[config.mk]
export PLATFORM = sky130hd
export DESIGN_NAME = regfile_dump
export DESIGN_NICKNAME = d
export VERILOG_FILES = /design/src/rtl/regfile_dump.sv
export SDC_FILE = /design/constraint.sdc
export NUM_CORES = 1
export LEC_CHECK = 0
export ABC_CLOCK_PERIOD_IN_PS = 2000
export BUFFER_PORTS_ARGS = -buffer_cell sky130_fd_sc_hd__clkbuf_2
export CAP_MARGIN = 10
export CORE_AREA = 8 8 55 66
export CTS_CLUSTER_SIZE = 14
export DETAILED_ROUTE_END_ITERATION = 8
export DIE_AREA = 0 0 63 74
export PLACE_DENSITY = 0.82
export SLEW_MARGIN = 20
export SYNTH_ARGS = -nofsm -noshare
export SYNTH_HDL_FRONTEND = slang
export SYNTH_SLANG_ARGS = --single-unit
[constraint.sdc]
create_clock -name Clk -period 2 [get_ports Clk]
set_input_delay 0.3 -clock Clk [delete_from_list [all_inputs] [get_ports Clk]]
set_output_delay 0.3 -clock Clk [all_outputs]
set_load 0.02 [all_outputs]
[src/rtl/regfile_dump.sv]
// regfile_dump: walks an inclusive RegFile address range on one read port and streams
// (address, data) beats over valid/ready. Optional XOR checksum beat: REGFILE_DUMP_CHECKSUM_EN.
module regfile_dump #(
    parameter int W = 8,
    parameter int A = 4
) (
    input  logic         Clk,
    input  logic         Reset,
    input  logic         Start,
    input  logic [A-1:0] StartAddr,
    input  logic [A-1:0] EndAddr,
    output logic [A-1:0] RdAddr,
    input  logic [W-1:0] RdData,
    output logic         OutValid,
    input  logic         OutReady,
    output logic [W-1:0] OutData,
    output logic [A-1:0] OutAddr,
    output logic         OutLast,
    output logic         Busy,
    output logic         Done
);

    localparam logic [2:0] ST_IDLE = 3'd0;
    localparam logic [2:0] ST_LOAD = 3'd1;
    localparam logic [2:0] ST_SEND = 3'd2;
    localparam logic [2:0] ST_DONE = 3'd3;
`ifdef REGFILE_DUMP_CHECKSUM_EN
    localparam logic [2:0] ST_CSUM = 3'd4;

    function automatic logic [W-1:0] csum_fold(input logic [W-1:0] acc, input logic [W-1:0] beat);
        csum_fold = acc ^ beat;
    endfunction

    logic [W-1:0] csum_r;
    logic [W-1:0] csum_s;
`endif

    logic [2:0]   state_r;
    logic [2:0]   state_s;
    logic [A-1:0] end_addr_r;
    logic [A-1:0] end_addr_s;
    logic [A-1:0] rd_addr_s;
    logic [W-1:0] out_data_s;
    logic [A-1:0] out_addr_s;
    logic         out_valid_s;
    logic         out_last_s;
    logic         handshake_s;

    assign handshake_s = OutValid & OutReady;

    // Next-state and next-output computation for the dump walker
    always_comb begin
        state_s     = state_r;
        end_addr_s  = end_addr_r;
        rd_addr_s   = RdAddr;
        out_data_s  = OutData;
        out_addr_s  = OutAddr;
        out_valid_s = OutValid;
        out_last_s  = OutLast;
`ifdef REGFILE_DUMP_CHECKSUM_EN
        csum_s      = csum_r;
`endif
        case (state_r)
            ST_IDLE: begin
                if (Start) begin
                    rd_addr_s  = StartAddr;
                    end_addr_s = EndAddr;
`ifdef REGFILE_DUMP_CHECKSUM_EN
                    csum_s     = {W{1'b0}};
`endif
                    state_s    = ST_LOAD;
                end else begin
                    state_s    = ST_IDLE;
                end
            end
            ST_LOAD: begin
                out_data_s  = RdData;
                out_addr_s  = RdAddr;
                out_valid_s = 1'b1;
`ifdef REGFILE_DUMP_CHECKSUM_EN
                out_last_s  = 1'b0;
                csum_s      = csum_fold(csum_r, RdData);
`else
                out_last_s  = (RdAddr == end_addr_r);
`endif
                state_s     = ST_SEND;
            end
            ST_SEND: begin
                if (handshake_s) begin
                    if (OutAddr == end_addr_r) begin
`ifdef REGFILE_DUMP_CHECKSUM_EN
                        // Checksum beat follows back-to-back; valid stays high
                        out_data_s  = csum_r;
                        out_addr_s  = {A{1'b0}};
                        out_last_s  = 1'b1;
                        out_valid_s = 1'b1;
                        state_s     = ST_CSUM;
`else
                        out_valid_s = 1'b0;
                        out_last_s  = 1'b0;
                        state_s     = ST_DONE;
`endif
                    end else begin
                        rd_addr_s   = RdAddr + A'(1'b1);
                        out_valid_s = 1'b0;
                        state_s     = ST_LOAD;
                    end
                end else begin
                    state_s = ST_SEND;
                end
            end
`ifdef REGFILE_DUMP_CHECKSUM_EN
            ST_CSUM: begin
                if (handshake_s) begin
                    out_valid_s = 1'b0;
                    out_last_s  = 1'b0;
                    state_s     = ST_DONE;
                end else begin
                    state_s     = ST_CSUM;
                end
            end
`endif
            ST_DONE: begin
                state_s = ST_IDLE;
            end
            default: begin
                out_valid_s = 1'b0;
                out_last_s  = 1'b0;
                state_s     = ST_IDLE;
            end
        endcase
    end

    // State and output registers with synchronous reset
    always_ff @(posedge Clk) begin
        if (Reset) begin
            state_r    <= ST_IDLE;
            end_addr_r <= {A{1'b0}};
            RdAddr     <= {A{1'b0}};
            OutData    <= {W{1'b0}};
            OutAddr    <= {A{1'b0}};
            OutValid   <= 1'b0;
            OutLast    <= 1'b0;
            Busy       <= 1'b0;
            Done       <= 1'b0;
`ifdef REGFILE_DUMP_CHECKSUM_EN
            csum_r     <= {W{1'b0}};
`endif
        end else begin
            state_r    <= state_s;
            end_addr_r <= end_addr_s;
            RdAddr     <= rd_addr_s;
            OutData    <= out_data_s;
            OutAddr    <= out_addr_s;
            OutValid   <= out_valid_s;
            OutLast    <= out_last_s;
            Busy       <= (state_s != ST_IDLE);
            Done       <= (state_s == ST_DONE);
`ifdef REGFILE_DUMP_CHECKSUM_EN
            csum_r     <= csum_s;
`endif
        end
    end

endmodule

## Word level (Yosys, flattened, before mapping)

Cells that the tools add are included.

| word-level totals | value |
|---|---|
| input bits | 20 |
| output and inout port bits | 20 |
| bits in registers | 27 |

| cells by class | value |
|---|---|
| reduce and logical (&&, ||, !) cells | 8 |
| equality and inequality tests | 10 |
| add/subtract/negate cells | 1 |
| bitwise gates (word level) | 2 |
| muxes and demuxes | 13 |

Operators by type and width:

| kind | number |
|---|---|
| $mux W4 | 3 |
| $eq A3 B2 Y1 const B | 3 |
| $pmux W3 S3 | 1 |
| $eq A4 B4 Y1 | 2 |
| $ne A2 B2 Y1 const B | 4 |
| $pmux W4 S2 | 1 |
| $pmux W1 S3 | 2 |
| $add A4 B1 Y4 const B | 1 |
| $mux W1 | 4 |
| $reduce_and A2 Y1 | 2 |
| $reduce_and A4 Y1 | 1 |
| $eq A3 B1 Y1 const B | 1 |
| $logic_not A3 Y1 | 1 |
| $mux W3 | 1 |
| $reduce_and A3 Y1 | 1 |
| $reduce_bool A3 Y1 | 1 |
| $mux W2 | 1 |
| $reduce_bool A2 Y1 | 1 |
| $reduce_or A2 Y1 | 1 |
| $and A1 B1 Y1 | 1 |
| $not A1 Y1 | 1 |

## Longest topological paths before layout

Gate-level depths: netlist of the first run.

| depth | value |
|---|---|
| depth after elaboration | 5 |
| gate-level depth with buffers | 7 |
| depth with buffers taken out | 6 |

## Least setup slack after synthesis of the first run

Ideal clock, no wire load.

| timing path | value |
|---|---|
| path kind | reg-to-reg |
| start point | register state_r[0] |
| end point | register RdAddr[2] |
| path slack | 305 ps |
| clock period less this slack | 1695 ps |
| setup time | 117 ps |
| cell stages (with the launch flop) | 8 |
| arrival time | 1577 ps |
| required time | 1883 ps |
| cell sequence | dfxtp_1 -> inv_1 -> ha_1 -> buf_2 -> inv_1 -> o21ai_0 -> a21oi_1 -> a32o_1 |

| on the way | value |
|---|---|
| word-level cells in the longest chain between the ends | 3 |

RTL lines:

| item | RTL line | source |
|---|---|---|
| start, declared | 38 | `logic [2:0] state_r;` |
| start signal, assigned | 150 | `state_r <= state_s;` |
| $eq A3 B2 Y1 or $logic_not A3 Y1 (tied branches) | 63 | `case (state_r)` |
| $ne A2 B2 Y1 (no source line) or $reduce_bool A2 Y1 (tied branches) | - |  |
| $reduce_and A4 Y1 (no source line) | - |  |
| end signal, assigned | 139 | `RdAddr <= {A{1'b0}};` |
| end signal, assigned | 152 | `RdAddr <= rd_addr_s;` |
| end, declared | 12 | `output logic [A-1:0] RdAddr,` |

Several ways; a longest one is shown, not always the timed one.
A chain may end at the register's enable or synchronous reset.

## Final worst setup path of the first run

Same ends and word-level chain as after synthesis.

==> flow_summary_export.csv, run 1 <==
group,metric,value,unit
routing,top_layer_used,"met4",
sta,max_freq,0.560,GHz
routing,avgViaCountPerCell,5.23,
synth,synthTopCellsByArea,"dfxtp_1, mux2i_1, ha_1",
global_route,track_usage,13.2,%
setup_path,crit_required,2.22,ns
sta,slew_viol_final,0,
synth,avgSynthCellArea,9.26,µm²
clock_tree,cts_tree,"done",
die,initial_utilization,45.7,%
sta,period_share,89.3,%
synth,syn_area,1210,µm²
setup_path,crit_fanout,7,
synth,synth_top_cell_area_share,42.9,%
routing,drt-met1-wl,1.25,mm
die,design.portCount,40,
sta,rsz0062_at_grt,"false",
routing,vias,1072,
sta,period_minus_slack,1.79,ns
placement,dp_hpwl,2.34,mm
die,rows,21,
die,die_w,63,µm
die,coreArea,2650,µm²
global_route,grt_pass1_wl,5.02,mm
clock_tree,clock_latency,0.32,ns
sta,finalClockSkew,0.00870,ns
setup_path,crit_arrival,2.01,ns
routing,drcViolationCount,0,
setup_path,end_kind,"flop",
run_status,outcome,"complete, no violations",
final_layout,layout.nets,197,
placement,numPortBuffers,39,
synth,ys_ff_latch,26,
sta,fin_tns_setup,0,ns
min_path,min_path_type,"input port to flop",
clock_tree,cts_inserted_buffers,3,
synth,synth_fp_nets,156,
routing,drt-initial-drc-count,32,
clock_tree,postCtsSetupRepairBufs,0,
synth,synth.largest_area_cell,"dfxtp_1",
synth,ys_types,30,
clock_tree,clockRootBuffer,"clkbuf_4",
power_and_ir_drop,leakage,0.662,nW
synth,synth_edf_count,0,
clock_tree,clockBufferDepth,2,
flow_run,maxCapViolCount,0,
die,die_y,74,µm
synth,synth_ff_type,"dfxtp_1",
routing,drt_wl_total,2.97,mm
final_layout,drive_above_1_share,28.7,%
setup_path,crit_chain,"inv_1 > ha_1 > nand2_1 > o21ai_1 > a21oi_1 > a32o_1",
synth,synthArstFlopShare,0,%
min_path,hold_path_depth,3,
final_layout,diodes,0,
synth,synthCells,131,
setup_path,crit_type,"flop to flop",
routing,antenna_left,0,
routing,firstDrtPassIters,4,
sta,holdWs,0.204,ns
sta,relSlewSlack,63.8,%
routing,wl_met2,1.42,mm
clock_tree,clkSlewWorstSetupHoldPaths,0.14,ns
setup_path,r2r_cells,6,
sta,setup_viol,0,
routing,met3_length,248,µm
die,die_area,4660,µm²
setup_path,critPathSlowestCell,"dfxtp_1",
routing,wl_per_cell,14.5,µm
global_route,grt-ovfl-total,0,
final_layout,syn_to_final_growth,22.4,%
global_route,grt_antenna_before_repair,0,
global_route,grt_pass1_vias,1149,
sta,final_hold_viol_count,0,
synth,seq_area_frac_synth,42.9,%
global_route,grt_max_degree,28,
synth,ys_warn_count,0,
clock_tree,htreeDepth,1,
sta,worst_slew_pin_slew,0.544,ns
clock_tree,numClockSinks,26,
placement,gp_congestion,0.869,
setup_path,slowest_delay,0.37,ns
power_and_ir_drop,p_per_area,734,nW/µm²
setup_path,crit_path_start_kind,"flop",
power_and_ir_drop,vdd_ir_drop_max,0.555,mV
==> cell usage in the layout, fill, tap and decap left out <==
master     Yosys  layout
a2111oi_2      1       1
a211o_1        1       1
a21oi_1        8       8
a32o_1         2       2
a41oi_2        1       1
and3_1         1       1
buf_4          0       3
clkbuf_2       0      39
clkbuf_4       0       3
clkbuf_8       0       1
dfxtp_1       26      26
ha_1           5       5
inv_1          5       5
mux2i_1       15      15
nand2_1       11      11
nand2b_1       2       2
nand3_1        7       7
nand3b_1       2       2
nand4_1        2       2
nand4b_1       1       1
nor2_1        15      15
nor2b_1        1       1
nor3_1         2       2
o211a_1        1       1
o211ai_1       1       1
o21a_1         1       1
o21ai_0        4       3
o21ai_1        0       1
o21bai_1       1       1
o31a_2         1       1
xnor2_1        5       5
xor2_1         3       3
==> cell type report <==
| cell class | count | area, µm² |
|---|---|---|
| clock buffer | 4 | 36.3 |
| fill | 240 | 1170 |
| inverter | 5 | 18.8 |
| multi-input combinational | 94 | 649 |
| sequential | 26 | 520 |
| tap | 34 | 42.5 |
| timing repair buffer | 42 | 218 |
==> synth_stat cells (all sizes together), types with 2 or more instances <==
| master | count |
|---|---|
| a32o | 2 |
| nand2b | 2 |
| nand4 | 2 |
| buf | 3 |
| nor3 | 2 |
| xnor2 | 5 |
| dfxtp | 26 |
| a21oi | 8 |
| o21ai | 4 |
| inv | 5 |
| nand3b | 2 |
| nand3 | 7 |
| nor2 | 15 |
| nand2 | 11 |
| xor2 | 3 |
| mux2i | 15 |
| clkbuf | 3 |
| ha | 5 |
==> per-layer routing <==
metal  GRT usage [%]  vias up
met1            14.3      490
met4            6.35        0
met2            22.7       41
met5               0        -
li1                -      533
met3            4.82        8
==> worst paths after layout <==
path,slack (ns),end,from
worst max-delay path,0.21,RdAddr[2]$_SDFFE_PP0P_,state_r[0]$_SDFF_PP0_
worst min-delay path,0.20,end_addr_r[0]$_SDFFE_PP0N_,EndAddr[0]
worst max register to register,0.21,RdAddr[2]$_SDFFE_PP0P_,state_r[0]$_SDFF_PP0_
worst min register to register,0.49,OutLast$_SDFFE_PP0P_,OutLast$_SDFFE_PP0P_
==> flip-flops by register name (all words and copies together), names as in the netlist <==
name,cells
OutLast,1
Busy,1
RdAddr,4
state_r,2
end_addr_r,4
OutAddr,4
Done,1
OutData,8
OutValid,1
==> worst max-delay path, delay by kind of cell, from the launching register on <==
family / cells / cell delay, ns
flops: 1 / 0.37
fa+ha+maj: 1 / 0.29
simple gates: 1 / 0.21
compound gates: 3 / 0.73
buf+inv: 1 / 0.10
==> metrics by stage <==
step	instances	area [µm²]	power (W)	util [%]	setup WS, ns
floorplan	131	1210	0.000753	-	0.305
CTS	205	1490	0.00110	56.0	0.173
finish	205	1490	0.00109	56.0	0.214
detailed placement	201	1450	0.000838	54.6	0.195
global route	205	1490	0.00115	56.0	0.0323
global placement	201	1450	0.000827	54.6	0.333
==> power by group <==
part / leakage [nW] / internal, W / total [W] / switching [W]
logic: 0.429 / 0.000103 / 0.000241 / 0.000138
clock network: 0.0210 / 0.000111 / 0.000263 / 0.000152
registers: 0.212 / 0.000551 / 0.000585 / 0.0000343
total: 0.662 / 0.000765 / 0.00109 / 0.000324
==> kinds of logic after synthesis <==
family | synth area share [%]
and+or+nand+nor | 16.8
muxes | 12.4
buffers and inverters | 3.61
AOI/OAI and AO/OA | 13.4
xor gates and xnor gates | 5.77
adders and majority gates | 5.15
DFF | 42.9
==> timing repair <==
action                     in CTS  in global routing
resized for setup               0                  1
setup endpoints to repair       0                  2
hold buffers                    0                  0
(Power assumes the default switching activity.)
==> inputs of run 2 (changes only) <==
--- a/config.mk
+++ b/config.mk
@@ -12,7 +12,9 @@
 export CTS_CLUSTER_SIZE = 14
 export DETAILED_ROUTE_END_ITERATION = 8
 export DIE_AREA = 0 0 63 74
+export MAX_ROUTING_LAYER = met4
 export PLACE_DENSITY = 0.82
+export SKIP_LAST_GASP = 1
 export SLEW_MARGIN = 20
 export SYNTH_ARGS = -nofsm -noshare
 export SYNTH_HDL_FRONTEND = slang
==> run 2 against run 1 <==
Final area unchanged. Sequential share of layout area unchanged. Flip-flop and latch count unchanged. Sequential power about the same. Non-clock buffer count unchanged. Global-route usage increased by 0.46 points. Register-to-register slack got worse by 0.06 ns. Cell count unchanged. Largest power group unchanged.
==> flow_summary_export.csv, run 2 (synthesis results as in run 1) <==
group,metric,value,unit
run_status,outcome,"complete, no violations",
sta,fin_ws,0.157,ns
routing,drt_wl_total,3.02,mm
flow_run,maxCapViolCount,0,
final_layout,final_cell_mix,"clkbuf_2, dfxtp_1, mux2i_1, nor2_1, nand2_1",
routing,drt-initial-drc-count,26,
routing,drcViolationCount,0,
power_and_ir_drop,vdd_ir_drop_max,0.445,mV
setup_path,critPathSlowestCell,"o21ai_0",
final_layout,drive_above_1_share,28.7,%
setup_path,r2r_cells,5,
final_layout,diodes,0,
clock_tree,postCtsSetupRepairBufs,0,
setup_path,end_kind,"flop",
final_layout,layout.nets,197,
die,initial_utilization,45.7,%
setup_path,crit_required,2.23,ns
clock_tree,cts_tree,"done",
power_and_ir_drop,p_per_area,734,nW/µm²
setup_path,reg2reg_slack,0.16,ns
clock_tree,numClockSinks,26,
final_layout,syn_to_final_growth,22.4,%
setup_path,crit_fanout,7,
power_and_ir_drop,power_frac_comb,22.1,%
die,die_area,4660,µm²
setup_path,crit_type,"flop to flop",
global_route,grt-ovfl-total,0,
setup_path,r2r-start,"state_r[0]$_SDFF_PP0_",
final_layout,final_cells,205,
sta,worst_slew_pin_slew,0.533,ns
final_layout,layout_commonest_cell,"clkbuf_2",
power_and_ir_drop,leakage,0.663,nW
routing,vias,1053,
clock_tree,clock_latency,0.32,ns
die,die_y,74,µm
power_and_ir_drop,switching_share,29.9,%
sta,fin_tns_setup,0,ns
global_route,grt_antenna_before_repair,0,
power_and_ir_drop,p_int,0.000765,W
setup_path,crit_start,"state_r[0]$_SDFF_PP0_",
power_and_ir_drop,pwr-share-seq,53.7,%
setup_path,slowest_delay,0.47,ns
clock_tree,clockBufferDepth,2,
die,rows,21,
power_and_ir_drop,p_clk_share,24.2,%
clock_tree,htreeDepth,1,
clock_tree,clockRootBuffer,"clkbuf_4",
sta,max_freq,0.543,GHz
routing,antenna_left,0,
sta,slew_viol_final,0,
sta,period_share,92.1,%
min_path,min-delay-start,"EndAddr[2]",
global_route,grt_max_degree,28,
placement,pre_cts_ws,0.219,ns
die,die_w,63,µm
sta,final_hold_viol_count,0,
final_layout,final_util,56.0,%
power_and_ir_drop,p_sw,0.000326,W
setup_path,crit_arrival,2.08,ns
die,design.portCount,40,
setup_path,r2r-end,"RdAddr[2]$_SDFFE_PP0P_",
clock_tree,cts_inserted_buffers,3,
setup_path,crit_path_end,"RdAddr[2]$_SDFFE_PP0P_",
sta,finalClockSkew,0.00597,ns
global_route,track_usage,13.7,%
global_route,grt_pass1_wl,5.08,mm
placement,gp_congestion,0.892,
setup_path,crit_path_start_kind,"flop",
sta,relSlewSlack,64.1,%
clock_tree,holdBufCountCts,0,
sta,rsz0062_at_grt,"false",
final_layout,largest_reg_flops,8,
die,coreArea,2650,µm²
placement,dp.cells,201,
setup_path,crit_chain,"inv_1 > ha_1 > o21ai_0 > a21oi_1 > a32o_1",
routing,avgViaCountPerCell,5.14,
placement,numPortBuffers,39,
sta,period_minus_slack,1.84,ns
placement,dp_hpwl,2.40,mm
clock_tree,cts.repair.resized,0,
min_path,min_path_type,"input port to flop",
global_route,grt_pass1_vias,1109,
routing,firstDrtPassIters,4,
sta,setup_viol,0,
routing,wl_per_cell,14.7,µm
clock_tree,clkSlewWorstSetupHoldPaths,0.14,ns
final_layout,largest_register,"OutData",
## run 2: worst min-delay path by stage
stage | slack, ns | end | cells past startpoint
after floorplan | 0.45 | OutData[1]$_SDFFE_PP0P_ | 2
after global placement | 0.46 | OutLast$_SDFFE_PP0P_ | 2
after detailed placement | 0.48 | OutLast$_SDFFE_PP0P_ | 2
after CTS | 0.20 | end_addr_r[2]$_SDFFE_PP0N_ | 3
after global routing | 0.21 | end_addr_r[2]$_SDFFE_PP0N_ | 3
final | 0.21 | end_addr_r[2]$_SDFFE_PP0N_ | 3
## run 2: worst max-delay path: cells and delay by family, from the launching register on
kind	cells	cell delay, ns
buffers and inverters	1	0.10
adder cells (fa/ha/maj)	1	0.29
flip-flops	1	0.44
AO/OA/AOI/OAI	3	0.93
## run 2: final cells by class
| class | instances | area [µm²] |
|---|---|---|
| Timing Repair Buffer | 42 | 218 |
| Sequential cell | 26 | 520 |
| Fill cell | 262 | 1170 |
| Multi-Input combinational cell | 94 | 649 |
| Clock buffer | 4 | 36.3 |
| Inverter | 5 | 18.8 |
| Tap cell | 34 | 42.5 |
## run 2: routing by layer
metal	part of all wire, %	GRT usage (%)
met1	45	15.2
met2	49	24.7
met3	5.6	2.86
met4	0.56	3.05
met5	0	-
## run 2: power groups by stage
| stage | combinational, W | clock, W | sequential [W] |
|---|---|---|---|
| finish | 0.000241 | 0.000264 | 0.000586 |
| global route | 0.000266 | 0.000285 | 0.000591 |
| CTS | 0.000243 | 0.000268 | 0.000586 |
| detailed placement | 0.000242 | 0 | 0.000597 |
| global placement | 0.000234 | 0 | 0.000595 |
| floorplan | 0.000134 | 0 | 0.000619 |
## run 2: metrics by stage
step	hold WS [ns]	area (µm²)	total power [W]
floorplan	0.447	1210	0.000753
global placement	0.465	1450	0.000829
detailed placement	0.478	1450	0.000839
CTS	0.199	1490	0.00110
global route	0.211	1490	0.00114
finish	0.206	1490	0.00109
